**src/rtl/exec_ctrl_pkg.sv**
```systemverilog
// Shared encodings for the execute-stage controller.
// Opcode[6:2], funct3, ALU / immediate select codes and FSM states.
package exec_ctrl_pkg;

  localparam logic [4:0] OP_LOAD   = 5'b00000;
  localparam logic [4:0] OP_IMM    = 5'b00100;
  localparam logic [4:0] OP_AUIPC  = 5'b00101;
  localparam logic [4:0] OP_STORE  = 5'b01000;
  localparam logic [4:0] OP_REG    = 5'b01100;
  localparam logic [4:0] OP_LUI    = 5'b01101;
  localparam logic [4:0] OP_BRANCH = 5'b11000;
  localparam logic [4:0] OP_JALR   = 5'b11001;
  localparam logic [4:0] OP_JAL    = 5'b11011;

  localparam logic [2:0] F3_ADD  = 3'b000;
  localparam logic [2:0] F3_SLL  = 3'b001;
  localparam logic [2:0] F3_SLT  = 3'b010;
  localparam logic [2:0] F3_SLTU = 3'b011;
  localparam logic [2:0] F3_XOR  = 3'b100;
  localparam logic [2:0] F3_SR   = 3'b101;
  localparam logic [2:0] F3_OR   = 3'b110;
  localparam logic [2:0] F3_AND  = 3'b111;

  localparam logic [3:0] ALU_ADD   = 4'b0000;
  localparam logic [3:0] ALU_SUB   = 4'b0001;
  localparam logic [3:0] ALU_AND   = 4'b0010;
  localparam logic [3:0] ALU_OR    = 4'b0011;
  localparam logic [3:0] ALU_XOR   = 4'b0100;
  localparam logic [3:0] ALU_SLL   = 4'b0101;
  localparam logic [3:0] ALU_SRL   = 4'b0110;
  localparam logic [3:0] ALU_SRA   = 4'b0111;
  localparam logic [3:0] ALU_SLT   = 4'b1000;
  localparam logic [3:0] ALU_SLTU  = 4'b1001;
  localparam logic [3:0] ALU_PASSB = 4'b1010;

  localparam logic [2:0] IMM_I    = 3'b000;
  localparam logic [2:0] IMM_S    = 3'b001;
  localparam logic [2:0] IMM_B    = 3'b010;
  localparam logic [2:0] IMM_U    = 3'b011;
  localparam logic [2:0] IMM_J    = 3'b100;
  localparam logic [2:0] IMM_NONE = 3'b111;

  localparam logic [31:0] INST_NOP = 32'h0000_0013;

  typedef enum logic [1:0] {
    ST_RUN,
    ST_FLUSH,
    ST_MD_WAIT
  } state_e;

  function automatic logic [3:0] alu_of_f3(
    input logic [2:0] f3,
    input logic       alt
  );
    logic [3:0] r;
    r = ALU_ADD;
    unique case (f3)
      F3_ADD:  r = alt ? ALU_SUB : ALU_ADD;
      F3_SLL:  r = ALU_SLL;
      F3_SLT:  r = ALU_SLT;
      F3_SLTU: r = ALU_SLTU;
      F3_XOR:  r = ALU_XOR;
      F3_SR:   r = alt ? ALU_SRA : ALU_SRL;
      F3_OR:   r = ALU_OR;
      F3_AND:  r = ALU_AND;
      default: r = ALU_ADD;
    endcase
    return r;
  endfunction

endpackage

```
**src/rtl/exec_ctrl_unit_decode.sv**
```systemverilog
// Combinational RV32I decoder for the X stage.
// Mul/div acceptance depends on EXEC_CTRL_MULDIV_EN.
module exec_ctrl_decode
  import exec_ctrl_pkg::*;
(
  input  logic [31:0] inst,
  input  logic        inst_valid,
  input  logic        br_eq,
  input  logic        br_lt,
  output logic [2:0]  imm_sel,
  output logic        br_un,
  output logic        bsel,
  output logic        asel,
  output logic [3:0]  alu_sel,
  output logic        is_branch,
  output logic        br_taken,
  output logic        is_transfer,
  output logic        is_md,
  output logic        illegal
);

  logic [4:0] opc;
  logic [2:0] f3;
  logic [6:0] f7;
  logic       legal, md, br, cond, xfer, live;
  logic [2:0] imm_r;
  logic       a_r, b_r, un_r;
  logic [3:0] alu_r;

  assign opc = inst[6:2];
  assign f3  = inst[14:12];
  assign f7  = inst[31:25];

  always_comb begin
    legal = 1'b0;
    md    = 1'b0;
    br    = 1'b0;
    cond  = 1'b0;
    xfer  = 1'b0;
    imm_r = IMM_NONE;
    a_r   = 1'b0;
    b_r   = 1'b0;
    un_r  = 1'b0;
    alu_r = ALU_ADD;
    if (inst[1:0] == 2'b11) begin
      unique case (opc)
        OP_REG: begin
          alu_r = alu_of_f3(f3, inst[30]);
          if (f7 == 7'b0000000) begin
            legal = 1'b1;
          end else if (f7 == 7'b0100000) begin
            legal = (f3 == F3_ADD) || (f3 == F3_SR);
          end else if (f7 == 7'b0000001) begin
`ifdef EXEC_CTRL_MULDIV_EN
            legal = 1'b1;
            md    = 1'b1;
`endif
          end
        end
        OP_IMM: begin
          imm_r = IMM_I;
          b_r   = 1'b1;
          alu_r = alu_of_f3(f3, (f3 == F3_SR) && inst[30]);
          if (f3 == F3_SLL)
            legal = (f7 == 7'b0000000);
          else if (f3 == F3_SR)
            legal = (f7 == 7'b0000000) || (f7 == 7'b0100000);
          else
            legal = 1'b1;
        end
        OP_LOAD: begin
          imm_r = IMM_I;
          b_r   = 1'b1;
          legal = (f3 != 3'b011) && (f3[2:1] != 2'b11);
        end
        OP_STORE: begin
          imm_r = IMM_S;
          b_r   = 1'b1;
          legal = !f3[2] && (f3 != 3'b011);
        end
        OP_LUI: begin
          imm_r = IMM_U;
          b_r   = 1'b1;
          alu_r = ALU_PASSB;
          legal = 1'b1;
        end
        OP_AUIPC: begin
          imm_r = IMM_U;
          a_r   = 1'b1;
          b_r   = 1'b1;
          legal = 1'b1;
        end
        OP_JAL: begin
          imm_r = IMM_J;
          a_r   = 1'b1;
          b_r   = 1'b1;
          xfer  = 1'b1;
          legal = 1'b1;
        end
        OP_JALR: begin
          imm_r = IMM_I;
          b_r   = 1'b1;
          xfer  = 1'b1;
          legal = (f3 == 3'b000);
        end
        OP_BRANCH: begin
          br    = 1'b1;
          legal = (f3[2:1] != 2'b01);
          un_r  = (f3[2:1] == 2'b11);
          cond  = f3[2] ? (br_lt ^ f3[0]) : (br_eq ^ f3[0]);
          if (cond) begin
            imm_r = IMM_B;
            a_r   = 1'b1;
            b_r   = 1'b1;
            xfer  = 1'b1;
          end
        end
        default: legal = 1'b0;
      endcase
    end
  end

  // NOP and bubbles drive the same idle selects as an illegal slot
  assign live = inst_valid && legal && (inst != INST_NOP);

  assign imm_sel     = live ? imm_r : IMM_NONE;
  assign alu_sel     = live ? alu_r : ALU_ADD;
  assign asel        = live && a_r;
  assign bsel        = live && b_r;
  assign br_un       = live && un_r;
  assign is_branch   = live && br;
  assign br_taken    = live && br && cond;
  assign is_transfer = live && xfer;
  assign is_md       = live && md;
  assign illegal     = inst_valid && !legal;

endmodule

```
**src/rtl/exec_ctrl_unit.sv**
```systemverilog
// Execute-stage control: decode, redirect/squash FSM, branch counters.
// EXEC_CTRL_MULDIV_EN adds the multi-cycle mul/div stall path.
module exec_ctrl_unit
  import exec_ctrl_pkg::*;
#(
  parameter int KILL_DEPTH = 1,
  parameter int CNT_W      = 16
) (
  input  logic             clk,
  input  logic             rst,
  input  logic [31:0]      inst_x,
  input  logic             inst_valid,
  input  logic             br_eq,
  input  logic             br_lt,
  output logic [2:0]       imm_sel,
  output logic             br_un,
  output logic             bsel,
  output logic             asel,
  output logic [3:0]       alu_sel,
  output logic             redirect,
  output logic             latch_x_en,
  output logic             latch_w_en,
  output logic             stall,
  output logic             illegal,
  output logic [CNT_W-1:0] br_cnt,
  output logic [CNT_W-1:0] br_taken_cnt,
  output logic             md_req,
  output logic [2:0]       md_op,
  input  logic             md_done
);

  localparam int KW = (KILL_DEPTH > 2) ? $clog2(KILL_DEPTH) : 1;

  state_e            state_q, state_d;
  logic [KW-1:0]     kill_q, kill_d;
  logic [CNT_W-1:0]  br_cnt_q, br_cnt_d;
  logic [CNT_W-1:0]  tk_cnt_q, tk_cnt_d;
  logic              d_branch, d_taken, d_xfer, d_md, d_illegal;

  exec_ctrl_decode u_dec (
    .inst        (inst_x),
    .inst_valid  (inst_valid),
    .br_eq       (br_eq),
    .br_lt       (br_lt),
    .imm_sel     (imm_sel),
    .br_un       (br_un),
    .bsel        (bsel),
    .asel        (asel),
    .alu_sel     (alu_sel),
    .is_branch   (d_branch),
    .br_taken    (d_taken),
    .is_transfer (d_xfer),
    .is_md       (d_md),
    .illegal     (d_illegal)
  );

`ifndef EXEC_CTRL_MULDIV_EN
  logic [1:0] unused_md;
  assign unused_md = {md_done, d_md};
`endif

  always_comb begin
    state_d    = state_q;
    kill_d     = kill_q;
    br_cnt_d   = br_cnt_q;
    tk_cnt_d   = tk_cnt_q;
    redirect   = 1'b0;
    latch_x_en = 1'b1;
    latch_w_en = 1'b1;
    stall      = 1'b0;
    md_req     = 1'b0;
    md_op      = 3'b000;
    unique case (state_q)
      ST_RUN: begin
        if (d_branch) begin
          br_cnt_d = br_cnt_q + CNT_W'(1);
          if (d_taken) tk_cnt_d = tk_cnt_q + CNT_W'(1);
        end
        if (d_xfer) begin
          redirect   = 1'b1;
          latch_x_en = 1'b0;
          latch_w_en = !d_branch;
          if (KILL_DEPTH > 1) begin
            state_d = ST_FLUSH;
            kill_d  = KW'(KILL_DEPTH - 2);
          end
`ifdef EXEC_CTRL_MULDIV_EN
        end else if (d_md) begin
          md_req     = 1'b1;
          md_op      = inst_x[14:12];
          stall      = 1'b1;
          latch_x_en = 1'b0;
          latch_w_en = 1'b0;
          state_d    = ST_MD_WAIT;
`endif
        end
      end
      ST_FLUSH: begin
        latch_x_en = 1'b0;
        if (kill_q == '0) state_d = ST_RUN;
        else kill_d = kill_q - KW'(1);
      end
      ST_MD_WAIT: begin
`ifdef EXEC_CTRL_MULDIV_EN
        if (md_done) begin
          state_d = ST_RUN;
        end else begin
          md_req     = 1'b1;
          md_op      = inst_x[14:12];
          stall      = 1'b1;
          latch_x_en = 1'b0;
          latch_w_en = 1'b0;
        end
`else
        state_d = ST_RUN;
`endif
      end
      default: state_d = ST_RUN;
    endcase
  end

  // a squashed slot never raises a trap
  assign illegal      = d_illegal && (state_q != ST_FLUSH);
  assign br_cnt       = br_cnt_q;
  assign br_taken_cnt = tk_cnt_q;

  always_ff @(posedge clk) begin
    if (rst) begin
      state_q  <= ST_RUN;
      kill_q   <= '0;
      br_cnt_q <= '0;
      tk_cnt_q <= '0;
    end else begin
      state_q  <= state_d;
      kill_q   <= kill_d;
      br_cnt_q <= br_cnt_d;
      tk_cnt_q <= tk_cnt_d;
    end
  end

endmodule

```
**config.mk**
```make
export PLATFORM = sky130hd
export DESIGN_NAME = exec_ctrl_unit
export DESIGN_NICKNAME = d
export VERILOG_FILES = /design/src/rtl/exec_ctrl_pkg.sv /design/src/rtl/exec_ctrl_unit_decode.sv /design/src/rtl/exec_ctrl_unit.sv
export SDC_FILE = /design/constraint.sdc
export NUM_CORES = 1
export LEC_CHECK = 0
export CELL_PAD_IN_SITES_DETAIL_PLACEMENT = 1
export CELL_PAD_IN_SITES_GLOBAL_PLACEMENT = 1
export CORE_MARGIN = 2
export CORE_UTILIZATION = 40
export DETAILED_ROUTE_END_ITERATION = 6
export DONT_BUFFER_PORTS = 1
export PLACE_DENSITY_LB_ADDON = 0.1
export SLEW_MARGIN = 20
export SYNTH_ARGS = -nofsm -noshare
export SYNTH_HDL_FRONTEND = slang
export SYNTH_SLANG_ARGS = --single-unit
```
**constraint.sdc**
```tcl
create_clock -name clk -period 3.8 [get_ports clk]
set_input_delay 0.76 -clock clk [delete_from_list [all_inputs] [get_ports clk]]
set_output_delay 0.76 -clock clk [all_outputs]
set_load 0.005 [all_outputs]
```
After elaboration in Yosys (flattened, before gate mapping):

Cells that the tools add are included.
W data, S select, Z words.

* add/sub/neg operators: 3
* equality and inequality tests: 25
* muxes and demuxes: 42
* bitwise gates (word level): 3
* reductions and logical operators: 31

Operators with widths (number)
* $pmux W4 S8: 2
* $add A16 B1 Y16 const B: 2
* $ne A32 B5 Y1 const B: 1
* $mux W1: 26
* $eq A5 B4 Y1 const B: 3
* $eq A5 B5 Y1 const B: 3
* $pmux W3 S5: 1
* $logic_and A1 B1 Y1: 13
* $eq A3 B3 Y1 const B: 4
* $pmux W4 S3: 1
* $eq A5 B3 Y1 const B: 2
* $mux W3: 3
* $mux W4: 2
* $pmux W1 S2: 4
* $eq A7 B6 Y1 const B: 1
* $logic_not A7 Y1: 1
* $pmux W1 S7: 1
* $reduce_or A7 Y1: 1
* $eq A3 B2 Y1 const B: 2
* $reduce_or A2 Y1: 3
* $reduce_or A3 Y1: 2
* $logic_not A5 Y1: 1
* $eq A2 B2 Y1 const B: 2
* $ne A2 B1 Y1 const B: 2
* 15 further kinds: 21

* register bits after elaboration: 35
* input port bits: 38
* output and inout port bits: 51
* word-level logic and storage cells: 108

Logic depth before layout (Yosys ltp):

Gate-level depths: netlist of the first run.

* depth after elaboration: 12
* gate-level depth with buffers: 9
* gate-level depth less buffers: 6

Hierarchy:

From an unflattened synthesis of the first run, not the netlist that was laid out.

* cells, all modules: 265
* area total of the unflattened synthesis: 2152.1 µm²

Modules (own cells, without submodules)
* exec_ctrl_unit: times used 1, cells an instance 171, area each 1501.4 µm², sequential area each 640.6 µm²
* exec_ctrl_decode: times used 1, cells an instance 94, area each 650.6 µm², sequential area each 0.0 µm²

Worst setup path after synthesis of the first run:

Ideal clock, no wire load.

* kind: input port to output port
* start point: input inst_x[3]
* end point: output imm_sel[2]
* arrival: 2985 ps
* required time: 3040 ps
* slack: 55 ps
* cell stages on the path: 9
* buffers on the path: 3
* cell sequence: buf_6 -> or3b_1 -> buf_2 -> or4_4 -> a31oi_4 -> or3_1 -> buf_6 -> o2111ai_4 -> a2111o_1

* word-level cells in the longest chain between the ends: 7
* elaborated cells between the ends (all ways): 20
* those cells by class: 9 x eq/ne; 5 x mux; 6 x reduce/logical

Ends and longest elaborated chain
* start, declared: line exec_ctrl_unit.sv:11 `input logic [31:0] inst_x,`
* $eq A5 B4 Y1, or another cell as far along: line exec_ctrl_unit_decode.sv:46 `unique case (opc)`
* $reduce_or A3 Y1 (no line)
* $pmux W1 S7: line exec_ctrl_unit_decode.sv:46
* $mux W1: line exec_ctrl_unit_decode.sv:45 `if (inst[1:0] == 2'b11) begin`
* $logic_and A1 B1 Y1 (2 in a row): line exec_ctrl_unit_decode.sv:124 `assign live = inst_valid && legal && (inst != INST_NOP);`
* $mux W3 *: line exec_ctrl_unit_decode.sv:126 `assign imm_sel = live ? imm_r : IMM_NONE;`
* end, declared: line exec_ctrl_unit.sv:15 `output logic [2:0] imm_sel,`

Every way passes the cells marked *; elsewhere a longest branch is shown, timed or not.

Final worst setup path of the first run:

* start point: input inst_x[6]
* end point: output imm_sel[2]

The elaborated chain is that of the path after synthesis.

==> results of run 1 <==
-- worst register-to-register path: cells and delay by family (launching register included) --
kind            cells  cell delay (ns)
simple gates        5             1.57
compound gates      1             0.14
flops               1             0.48
-- through the flow --
stage	cells	hold slack (ns)
2_1_floorplan	283	0.468
3_5_place_dp	339	0.494
3_3_place_gp	339	0.480
4_1_cts	347	0.503
6_report	347	0.501
5_1_grt	347	0.521
-- placed cells by master (no fill, tap or decap), types with 6 or more instances in the layout --
cell type,count
a21oi_1,32
buf_4,8
dfxtp_1,32
inv_1,10
nand2_1,14
nand3_1,16
nand4_1,8
nor2_1,16
nor3_1,6
nor4_1,8
o21ai_0,11
o31ai_1,17
or3_1,6
or4_1,17
-- cell families (layout without fill, tap and decap cells) --
family | count (synthesis) | after routing | synth area share
XOR/XNOR | 3 | 3 | 0.0120
flip-flops | 32 | 32 | 0.292
other | 1 | 5 | 0.00171
AND/OR/NAND/NOR | 121 | 121 | 0.323
adder cells (fa/ha/maj) | 2 | 2 | 0.0114
multiplexers | 3 | 3 | 0.0142
buffers and inverters | 32 | 26 | 0.0746
AO/OA/AOI/OAI | 85 | 85 | 0.271
-- sequential cells by signal, summed over array words and instances (netlist names) --
register / flops
br_taken_cnt: 16
br_cnt: 16
-- power by group through the flow --
stage / logic (mW) / registers, mW / clock network [mW]
2_1_floorplan: 0.0516 / 0.343 / 0
3_3_place_gp: 0.0450 / 0.343 / 0
3_5_place_dp: 0.0455 / 0.343 / 0
4_1_cts: 0.0458 / 0.335 / 0.333
5_1_grt: 0.0515 / 0.335 / 0.346
6_report: 0.0456 / 0.335 / 0.325
-- metal layers --
metal | part of all wire | vias to the layer above
met3 | 0.060 | 4
li1 | - | 1059
met2 | 0.45 | 52
met1 | 0.48 | 1026
met5 | 0 | -
met4 | 0.0067 | 0
-- area by class of cell --
cell class / count / area (um^2) / share of cell area
clock inverter: 2 / 35.0 / 0.0150
multi-input combinational: 219 / 1410 / 0.601
clock buffer: 6 / 72.6 / 0.0310
inverter: 10 / 37.5 / 0.0160
timing repair buffer: 8 / 60.1 / 0.0257
tap: 70 / 87.6 / 0.0374
sequential: 32 / 641 / 0.274
-- how the worst max path moves through the flow --
stage | start | endpoint | slack (ns) | depth (start not counted)
5_1_grt | inst_x[6] | alu_sel[0] | 0.05 | 7
6_report | inst_x[6] | imm_sel[2] | 0.19 | 6
3_5_place_dp | inst_x[6] | imm_sel[2] | 0.17 | 6
3_3_place_gp | inst_x[6] | imm_sel[2] | 0.19 | 6
2_1_floorplan | inst_x[3] | imm_sel[2] | 0.06 | 9
4_1_cts | inst_x[6] | imm_sel[2] | 0.16 | 6
==> metrics.md, run 1 <==
| Metric | Value |
|---|---|
| Clk Latency, worst-skew pair | `approximately 0.28 ns` |
| H-tree Lvls | `2` |
| M1 GR Usage | `0.270` |
| Initial antenna violation count | `0` |
| Slew @ Worst Pin | `between 0.9 and 1 ns` |
| Largest net degree at the start of global routing | `34` |
| Nets | `around 320` |
| Synth Instances | `around 280` |
| 1st-pass router iterations | `4` |
| Grt peak-use layer | `met2` |
| Startpoint types | `primary input` |
| Starting Density | `0.422` |
| Clock Power Share | `0.460` |
| Post-synthesis cell area | `about 2200 um^2` |
| Layout cells sized above 1 | `0.0939` |
| Final Routed Wirelength | `6010 um` |
| Area of the core | `5200 um^2` |
| Worst path buffer plus inverter count | `0` |
| Initial DRC Count | `approximately 130` |
| Met2 usage | `0.321` |
| Max Clock Freq | `between 0.2 and 0.3 GHz` |
| Synth cell types | `53` |
| FFs w/ async S/R, synth | `0` |
| Switching share of power | `0.223` |
| Critical-path maximum fanout | `10` |
| Worst-path cell chain | `or3b_1, or4_4, a31oi_4, or3_1, o2111ai_4, a2111o_1` |
| Reg power frac | `0.475` |
| Crit path DAT | `approximately 2.9 ns` |
| Cell count of the worst hold path | `2` |
| PostCTS Resize Cnt | `0` |
| Fin util | `0.450` |
| Logic pwr share | `0.065` |
| Clock buffer depth | `2` |
| Worst reg2reg path endpoint | `br_cnt[14]` |
| RSZ-0062 raised after global routing | `no` |
| Finished Cell Area | `approximately 2300 um^2` |
| # rows | `26` |
| Setup slack after layout | `between 0.15 and 0.2 ns` |
| Internal power | `around 0.55 mW` |
| Total Power | `0.706 mW` |
| Run status | `complete, no violations` |
| Post-route DRC | `0` |
| Clk_skew | `0.00846 ns` |
| Worst reg2reg startpoint | `br_cnt[3]` |
| Worst Hold Class | `reg2reg` |
| Number of global-route vias before repair | `roughly 2,000` |
| CTS root buf | `clkbuf_8` |
| Predominant post-synthesis flop cell | `dfxtp_1` |
| P_sw | `approximately 0.16 mW` |
| DR vias/cell | `between 6 and 7` |
| Period utilisation layout | `0.950` |
| Routed Antenna Nets | `0` |
| Per-cell routed wire length | `~17 um` |
| Dpl ws | `around 0.17 ns` |
| DPL Wire Length | `~4500 um` |
| Post-Place Cell Area | `2230 um^2` |
| Antenna fix cells | `0` |
| LEAKAGE | `0.677 nW` |
| Number of flops mapped to enable cells by yosys | `0` |
| Syn Area/Cell | `7.87 um^2` |
| FF+latch count, synth | `32` |
| Leading area contributor after synthesis | `dfxtp_1` |
| Final setup TNS | `0 ns` |
| Sequential share of the synthesized area | `0.292` |
| Grt ovf | `0` |
| Depth of the worst register-to-register path | `6` |
| Synth warn | `0` |
| Placer Congestion | `approximately 0.75` |
| Crit-path max cell delay | `around 0.57 ns` |
| Required time worst endpoint | `3.04 ns` |
| Chip height | `78.1 um` |
| Port Buffers | `0` |
| Post-synth top cells | `32 x a21oi_1, 32 x dfxtp_1, 17 x o31ai_1, 17 x or4_1` |
| Number of hold buffers added after CTS | `0` |
| Maximum vdd drop | `around 0.00021 V` |
| Final setup fails | `0` |
| Max-Cap Viols | `0` |
| Layout area overhead | `6.55%` |
| All-Layer GR Usage | `0.204` |
| Max-slew headroom | `0.398` |
| Min Clock Period, post-route | `3.61 ns` |
| CP delay by family, top | `simple AND/OR/NAND/NOR gates` |
| Clk sink count | `32` |
| Power Density | `between 300 and 400 nW/um^2` |
| Number of buffers created by CTS | `5` |
| Hold_sp | `br_cnt[15]` |
| Crit Path Class | `in2out` |
| R2r setup slk | `1.57 ns` |
| Post-CTS Setup Inserts | `0` |
| Met3 GRT Util | `0.0724` |
| Critical-path top delay cell | `or4_4` |
| I/O pin cnt | `between 80 and 90` |
| Worst Hold End | `br_cnt[15]` |
| Largest cells by area after synthesis | `dfxtp_1 29%, a21oi_1 7.3%, o31ai_1 5.8%` |
| Die width | `roughly 80 um` |
| Vias | `approximately 2,100` |
| Die footprint | `about 6100 um^2` |
| CTS tree | `done` |
| Global-route wire length before repair | `10,200 um` |
| Clock-pin slew on the worst setup and hold paths | `around 0.07 ns` |
| Final Hold Viols | `0` |
| Max Slew Vio Count | `0` |
| Fill count | `approximately 660` |
| Setup crit end kind | `output pin` |
| Synth top area share | `0.292` |
(Power assumes the default switching activity.)
==> inputs of run 2 (changes only) <==
--- a/config.mk
+++ b/config.mk
@@ -8,7 +8,7 @@
 export CELL_PAD_IN_SITES_DETAIL_PLACEMENT = 1
 export CELL_PAD_IN_SITES_GLOBAL_PLACEMENT = 1
 export CORE_MARGIN = 2
-export CORE_UTILIZATION = 40
+export CORE_UTILIZATION = 46
 export DETAILED_ROUTE_END_ITERATION = 6
 export DONT_BUFFER_PORTS = 1
 export PLACE_DENSITY_LB_ADDON = 0.1
==> constraint.sdc (replaced) <==
create_clock -name clk -period 4.3 [get_ports clk]
set_input_delay 0.86 -clock clk [delete_from_list [all_inputs] [get_ports clk]]
set_output_delay 0.86 -clock clk [all_outputs]
set_load 0.005 [all_outputs]
==> metrics.md, run 2 (synthesis gave the netlist of run 1 again) <==
| Metric | Value |
|---|---|
| Crit Path Class | `in2out` |
| Clk sink count | `32 (unchanged)` |
| H-tree Lvls | `2 (unchanged)` |
| Most frequent cells in the layout | `32 x a21oi_1, 32 x dfxtp_1, 17 x or4_1, 17 x o31ai_1` |
| Max-Cap Viols | `0 (unchanged)` |
| DPL Wire Length | `4410 um (-2.3%)` |
| Fin util | `0.497 (+0.0474)` |
| Max-slew headroom | `0.377 (-0.0202)` |
| # rows | `25 (-3.8%)` |
| Routed Antenna Nets | `0 (unchanged)` |
| Placer Congestion | `0.767 (+2.3%)` |
| Starting Density | `0.471 (+0.0493)` |
| Per-cell routed wire length | `18.3 um (+5.7%)` |
| Finished Cell Area | `2320 um^2 (-1.0%)` |
| Hold_sp | `br_cnt[15]` |
| Min Clock Period, post-route | `3.84 ns` |
| Max Slew Vio Count | `0 (unchanged)` |
| Nets | `313 (-0.95%)` |
| Maximum vdd drop | `0.000190 V (-10%)` |
| Post-route DRC | `0 (unchanged)` |
| Setup crit end kind | `output pin` |
| CTS tree | `done` |
| I/O pin cnt | `89 (unchanged)` |
| Number of buffers created by CTS | `5 (unchanged)` |
| Grt ovf | `0 (unchanged)` |
| DR vias/cell | `6.69 (+8.4%)` |
| CTS root buf | `clkbuf_8` |
| Die footprint | `5340 um^2 (-12%)` |
| Global-route wire length before repair | `9770 um (-4.1%)` |
| Die width | `73.1 um (-6.4%)` |
| PostCTS Resize Cnt | `0 (unchanged)` |
| Layout cells sized above 1 | `0.0876 (-0.00627)` |
| Area of the core | `4660 um^2 (-10%)` |
| Worst reg2reg startpoint | `br_cnt[3]` |
| Layout area overhead | `5.47%` |
| Initial antenna violation count | `0 (unchanged)` |
| Port Buffers | `0 (unchanged)` |
| Final Hold Viols | `0 (unchanged)` |
| Final setup TNS | `0 ns (unchanged)` |
| Vias | `2,193 (+2.4%)` |
| Worst Hold Class | `reg2reg` |
| Max Clock Freq | `between 0.2 and 0.3 GHz` |
| Required time worst endpoint | `3.44 ns (+0.40 ns)` |
| Period utilisation layout | `0.894` |
| Cell count of the worst hold path | `2 (unchanged)` |
| LEAKAGE | `0.670 nW (-1.0%)` |
| Dpl ws | `0.458 ns (+0.283 ns)` |
| Depth of the worst register-to-register path | `6 (unchanged)` |
| Startpoint types | `primary input` |
| Power Density | `282 nW/um^2 (-6.4%)` |
| Number of hold buffers added after CTS | `0 (unchanged)` |
| Initial DRC Count | `113 (-10%)` |
| Chip height | `73.1 um (-6.4%)` |
| RSZ-0062 raised after global routing | `no` |
| Run status | `complete, no violations` |
| Setup slack after layout | `0.457 ns (+0.268 ns)` |
| Clk Latency, worst-skew pair | `0.28 ns (about the same)` |
| Critical-path maximum fanout | `10 (unchanged)` |
| Antenna fix cells | `0 (unchanged)` |
| Clock buffer depth | `2 (unchanged)` |
| Final Routed Wirelength | `6000 um (about the same)` |
| Number of global-route vias before repair | `2,044 (+1.3%)` |
| 1st-pass router iterations | `4 (unchanged)` |
| Worst Setup SP | `inst_x[6]` |
| Slew @ Worst Pin | `0.932 ns (+0.0302 ns)` |
| Post-CTS Setup Inserts | `0 (unchanged)` |
| Largest net degree at the start of global routing | `34 (unchanged)` |
| Crit path DAT | `2.98 ns (+0.13 ns)` |
| Hold slack | `0.505 ns (+0.00389 ns)` |
| Clk_skew | `0.0113 ns (+0.00287 ns)` |
| Post-Place Cell Area | `2190 um^2 (-1.9%)` |
| All-Layer GR Usage | `0.231 (+0.0261)` |
| Final setup fails | `0 (unchanged)` |
| Clock-pin slew on the worst setup and hold paths | `0.07 ns (about the same)` |
run 2: cell count changes in the layout (fill, tap and decap cells not counted):
cell      previous run  this run
clkinv_2             1         0
buf_4                8         5
clkbuf_1             1         0
clkbuf_8             5         7
run 2: metal layers:
metal | track usage | wire length (um) | part of all wire
met3 | 0.0622 | 300 | 0.050
met5 | 0 | 0 | 0
met2 | 0.370 | 2850 | 0.47
met4 | 0.0556 | 63 | 0.010
met1 | 0.307 | 2790 | 0.46
run 2: critical path, stage by stage:
cell       delay (ns)
or3b_1           0.38
buf_4            0.18
a2111oi_0        0.38
a221o_1          0.29
or3_1            0.21
o2111ai_4        0.22
a2111o_1         0.46
run 2: final timing paths:
path | end | slack, ns
hold reg to reg | br_cnt[15] | 0.51
setup / recovery | imm_sel[2] | 0.46
setup reg to reg | br_cnt[14] | 2.13
hold / removal | br_cnt[15] | 0.51
run 2: final cells by class:
| type | instances | area (um^2) |
|---|---|---|
| Clock buffer | 7 | 96.3 |
| Clock inverter | 1 | 30.0 |
| Fill cell | 591 | 2340 |
| Inverter | 10 | 37.5 |
| Multi-Input combinational cell | 219 | 1410 |
| Sequential cell | 32 | 641 |
| Tap cell | 54 | 67.6 |
| Timing Repair Buffer | 5 | 37.5 |
run 2: report_power, final:
part | switching, mW | internal (mW) | leakage (nW)
registers | 0.0000214 | 0.296 | 0.258
logic | 0.0234 | 0.0158 | 0.348
clock network | 0.114 | 0.204 | 0.0645
total | 0.137 | 0.517 | 0.670
run 2: through the flow:
stage / total power [mW] / instances
after floorplan: 0.349 / 283
after global placement: 0.341 / 320
after detailed placement: 0.342 / 320
after CTS: 0.662 / 328
after global routing: 0.680 / 328
final: 0.654 / 328
==> inputs of run 3 (changes only) <==
--- a/config.mk
+++ b/config.mk
@@ -7,10 +7,11 @@
 export LEC_CHECK = 0
 export CELL_PAD_IN_SITES_DETAIL_PLACEMENT = 1
 export CELL_PAD_IN_SITES_GLOBAL_PLACEMENT = 1
-export CORE_MARGIN = 2
+export CORE_MARGIN = 4
 export CORE_UTILIZATION = 46
 export DETAILED_ROUTE_END_ITERATION = 6
 export DONT_BUFFER_PORTS = 1
+export MAX_ROUTING_LAYER = met4
 export PLACE_DENSITY_LB_ADDON = 0.1
 export SLEW_MARGIN = 20
 export SYNTH_ARGS = -nofsm -noshare
==> metrics.md, run 3 (synthesis gave the netlist of run 1 again) <==
| Metric | Value |
|---|---|
| DPL Wire Length | `4620 um (+4.8%)` |
| Period utilisation layout | `0.931 (+0.0377)` |
| RSZ-0062 raised after global routing | `no` |
| P_sw | `0.133 mW (-3.3%)` |
| Slew @ Worst Pin | `0.890 ns (-0.0430 ns)` |
| Initial antenna violation count | `0 (unchanged)` |
| Clk_skew | `0.00657 ns (-0.00475 ns)` |
| Number of hold buffers added after CTS | `0 (unchanged)` |
| Fill count | `553 (-6.4%)` |
| Max-Cap Viols | `0 (unchanged)` |
| Met3 GRT Util | `0.0667 (+0.00459)` |
| Logic pwr share | `0.064 (+0.004)` |
| Min Clock Period, post-route | `4.01 ns (+0.162 ns)` |
| Routed Antenna Nets | `0 (unchanged)` |
| I/O pin cnt | `89 (unchanged)` |
| Port Buffers | `0 (unchanged)` |
| Maximum vdd drop | `0.000169 V (-11%)` |
| Power Density | `269 nW/um^2 (-4.5%)` |
| Placer Congestion | `0.809 (+5.5%)` |
| Die footprint | `5940 um^2 (+11%)` |
| Area of the core | `4470 um^2 (-4.0%)` |
| Post-route DRC | `0 (unchanged)` |
| Switching share of power | `0.215 (+0.00552)` |
| Critical-path maximum fanout | `10 (unchanged)` |
| Starting Density | `0.491 (+0.0196)` |
| Max-slew headroom | `0.406 (+0.0287)` |
| Clock-pin slew on the worst setup and hold paths | `0.07 ns (about the same)` |
| Max Clock Freq | `0.250 GHz (-4.0%)` |
| Clk sink count | `32 (unchanged)` |
| Clock buffer depth | `2 (unchanged)` |
| Reg area | `641 um^2 (unchanged)` |
| Post-Place Cell Area | `2180 um^2 (-0.46%)` |
| H-tree Lvls | `2 (unchanged)` |
| Vias | `2,191 (-0.091%)` |
| Grt ovf | `0 (unchanged)` |
| Setup crit end kind | `output pin` |
| Met2 usage | `0.357 (-0.0132)` |
| Number of buffers created by CTS | `5 (unchanged)` |
| Layout area overhead | `4.16%` |
| All-Layer GR Usage | `0.219 (-0.0119)` |
| Crit Path Class | `in2out` |
| Antenna fix cells | `0 (unchanged)` |
| DR vias/cell | `6.74 (+0.83%)` |
| Run status | `complete, no violations` |
| Crit path DAT | `3.15 ns (+0.17 ns)` |
| Most frequent cells in the layout | `32 x a21oi_1, 32 x dfxtp_1, 17 x or4_1, 17 x o31ai_1` |
| CTS tree | `done` |
| Nets | `312 (-0.32%)` |
| Final Hold Viols | `0 (unchanged)` |
| Grt peak-use layer | `met2` |
| Reg power frac | `0.481 (+0.028)` |
| Fin util | `0.511 (+0.0143)` |
| Die width | `77.1 um (+5.5%)` |
| # rows | `24 (-4.0%)` |
| M1 GR Usage | `0.264 (-0.0424)` |
| Startpoint types | `primary input` |
| 1st-pass router iterations | `4 (unchanged)` |
| CTS root buf | `clkbuf_8` |
| Non-Filler Instances | `325 (-0.91%)` |
| Number of global-route vias before repair | `2,126 (+4.0%)` |
| Post-CTS Setup Inserts | `0 (unchanged)` |
| Cells after DPL | `317 (-0.94%)` |
| Largest net degree at the start of global routing | `34 (unchanged)` |
| LEAKAGE | `0.657 nW (-2.0%)` |
| Final setup TNS | `0 ns (unchanged)` |
| Final setup fails | `0 (unchanged)` |
| PostCTS Resize Cnt | `0 (unchanged)` |
| Clk Latency, worst-skew pair | `0.28 ns (about the same)` |
| Finished Cell Area | `2290 um^2 (-1.2%)` |
| Clock Power Share | `0.455 (-0.032)` |
| Max Slew Vio Count | `0 (unchanged)` |
| Initial DRC Count | `59 (-48%)` |
| Internal power | `0.484 mW (-6.4%)` |
| Per-cell routed wire length | `19.4 um (+5.7%)` |
| Global-route wire length before repair | `10,600 um (+8.0%)` |
| Layout cells sized above 1 | `0.0806 (-0.00701)` |
| Chip height | `77.1 um (+5.5%)` |
| Multi-input combinational cell area | `1410 um^2 (unchanged)` |
| Required time worst endpoint | `3.44 ns (about the same)` |
| Total Power | `0.616 mW (-5.7%)` |
| Final Routed Wirelength | `6290 um (+4.8%)` |
| Worst Hold Class | `reg2reg` |
==> run 3: worst paths after layout <==
check,from,endpoint,slack (ns),depth (start not counted)
max,inst_x[6],imm_sel[2],0.29,6
min,br_cnt[15],br_cnt[15],0.50,2
max reg2reg,br_cnt[3],br_cnt[14],2.14,6
min reg2reg,br_cnt[15],br_cnt[15],0.50,2
==> run 3: layout make-up <==
type / instances / share of cell area
timing repair buffer: 4 / 0.0131
sequential: 32 / 0.280
clock buffer: 6 / 0.0317
multi-input combinational: 219 / 0.615
tap: 52 / 0.0284
inverter: 10 / 0.0164
clock inverter: 2 / 0.0153
==> run 3: worst max-delay path: stages <==
cell,delay (ns)
or3b_1,0.52
or4_4,0.59
a31oi_4,0.25
or3_1,0.21
o2111ai_4,0.23
a2111o_1,0.47
==> run 3: per-stage QoR <==
step / worst slack [ns] / hold slack [ns]
floorplan: 0.355 / 0.468
global placement: 0.360 / 0.488
detailed placement: 0.317 / 0.494
CTS: 0.316 / 0.506
global route: 0.196 / 0.532
finish: 0.295 / 0.502
==> run 3: power by group through the flow <==
stage | registers (mW) | logic [mW] | clock network, mW
floorplan | 0.303 | 0.0456 | 0
global placement | 0.303 | 0.0381 | 0
detailed placement | 0.303 | 0.0390 | 0
CTS | 0.296 | 0.0393 | 0.289
global route | 0.296 | 0.0445 | 0.305
finish | 0.296 | 0.0395 | 0.280
==> run 3: metal layers <==
| metal | vias to the layer above | share of wire | wire length [um] |
|---|---|---|---|
| met5 | - | 0 | 0 |
| met4 | 0 | 0.0097 | 61 |
| met3 | 6 | 0.064 | 405 |
| met2 | 73 | 0.47 | 2990 |
| met1 | 1057 | 0.45 | 2840 |
| li1 | 1055 | - | - |
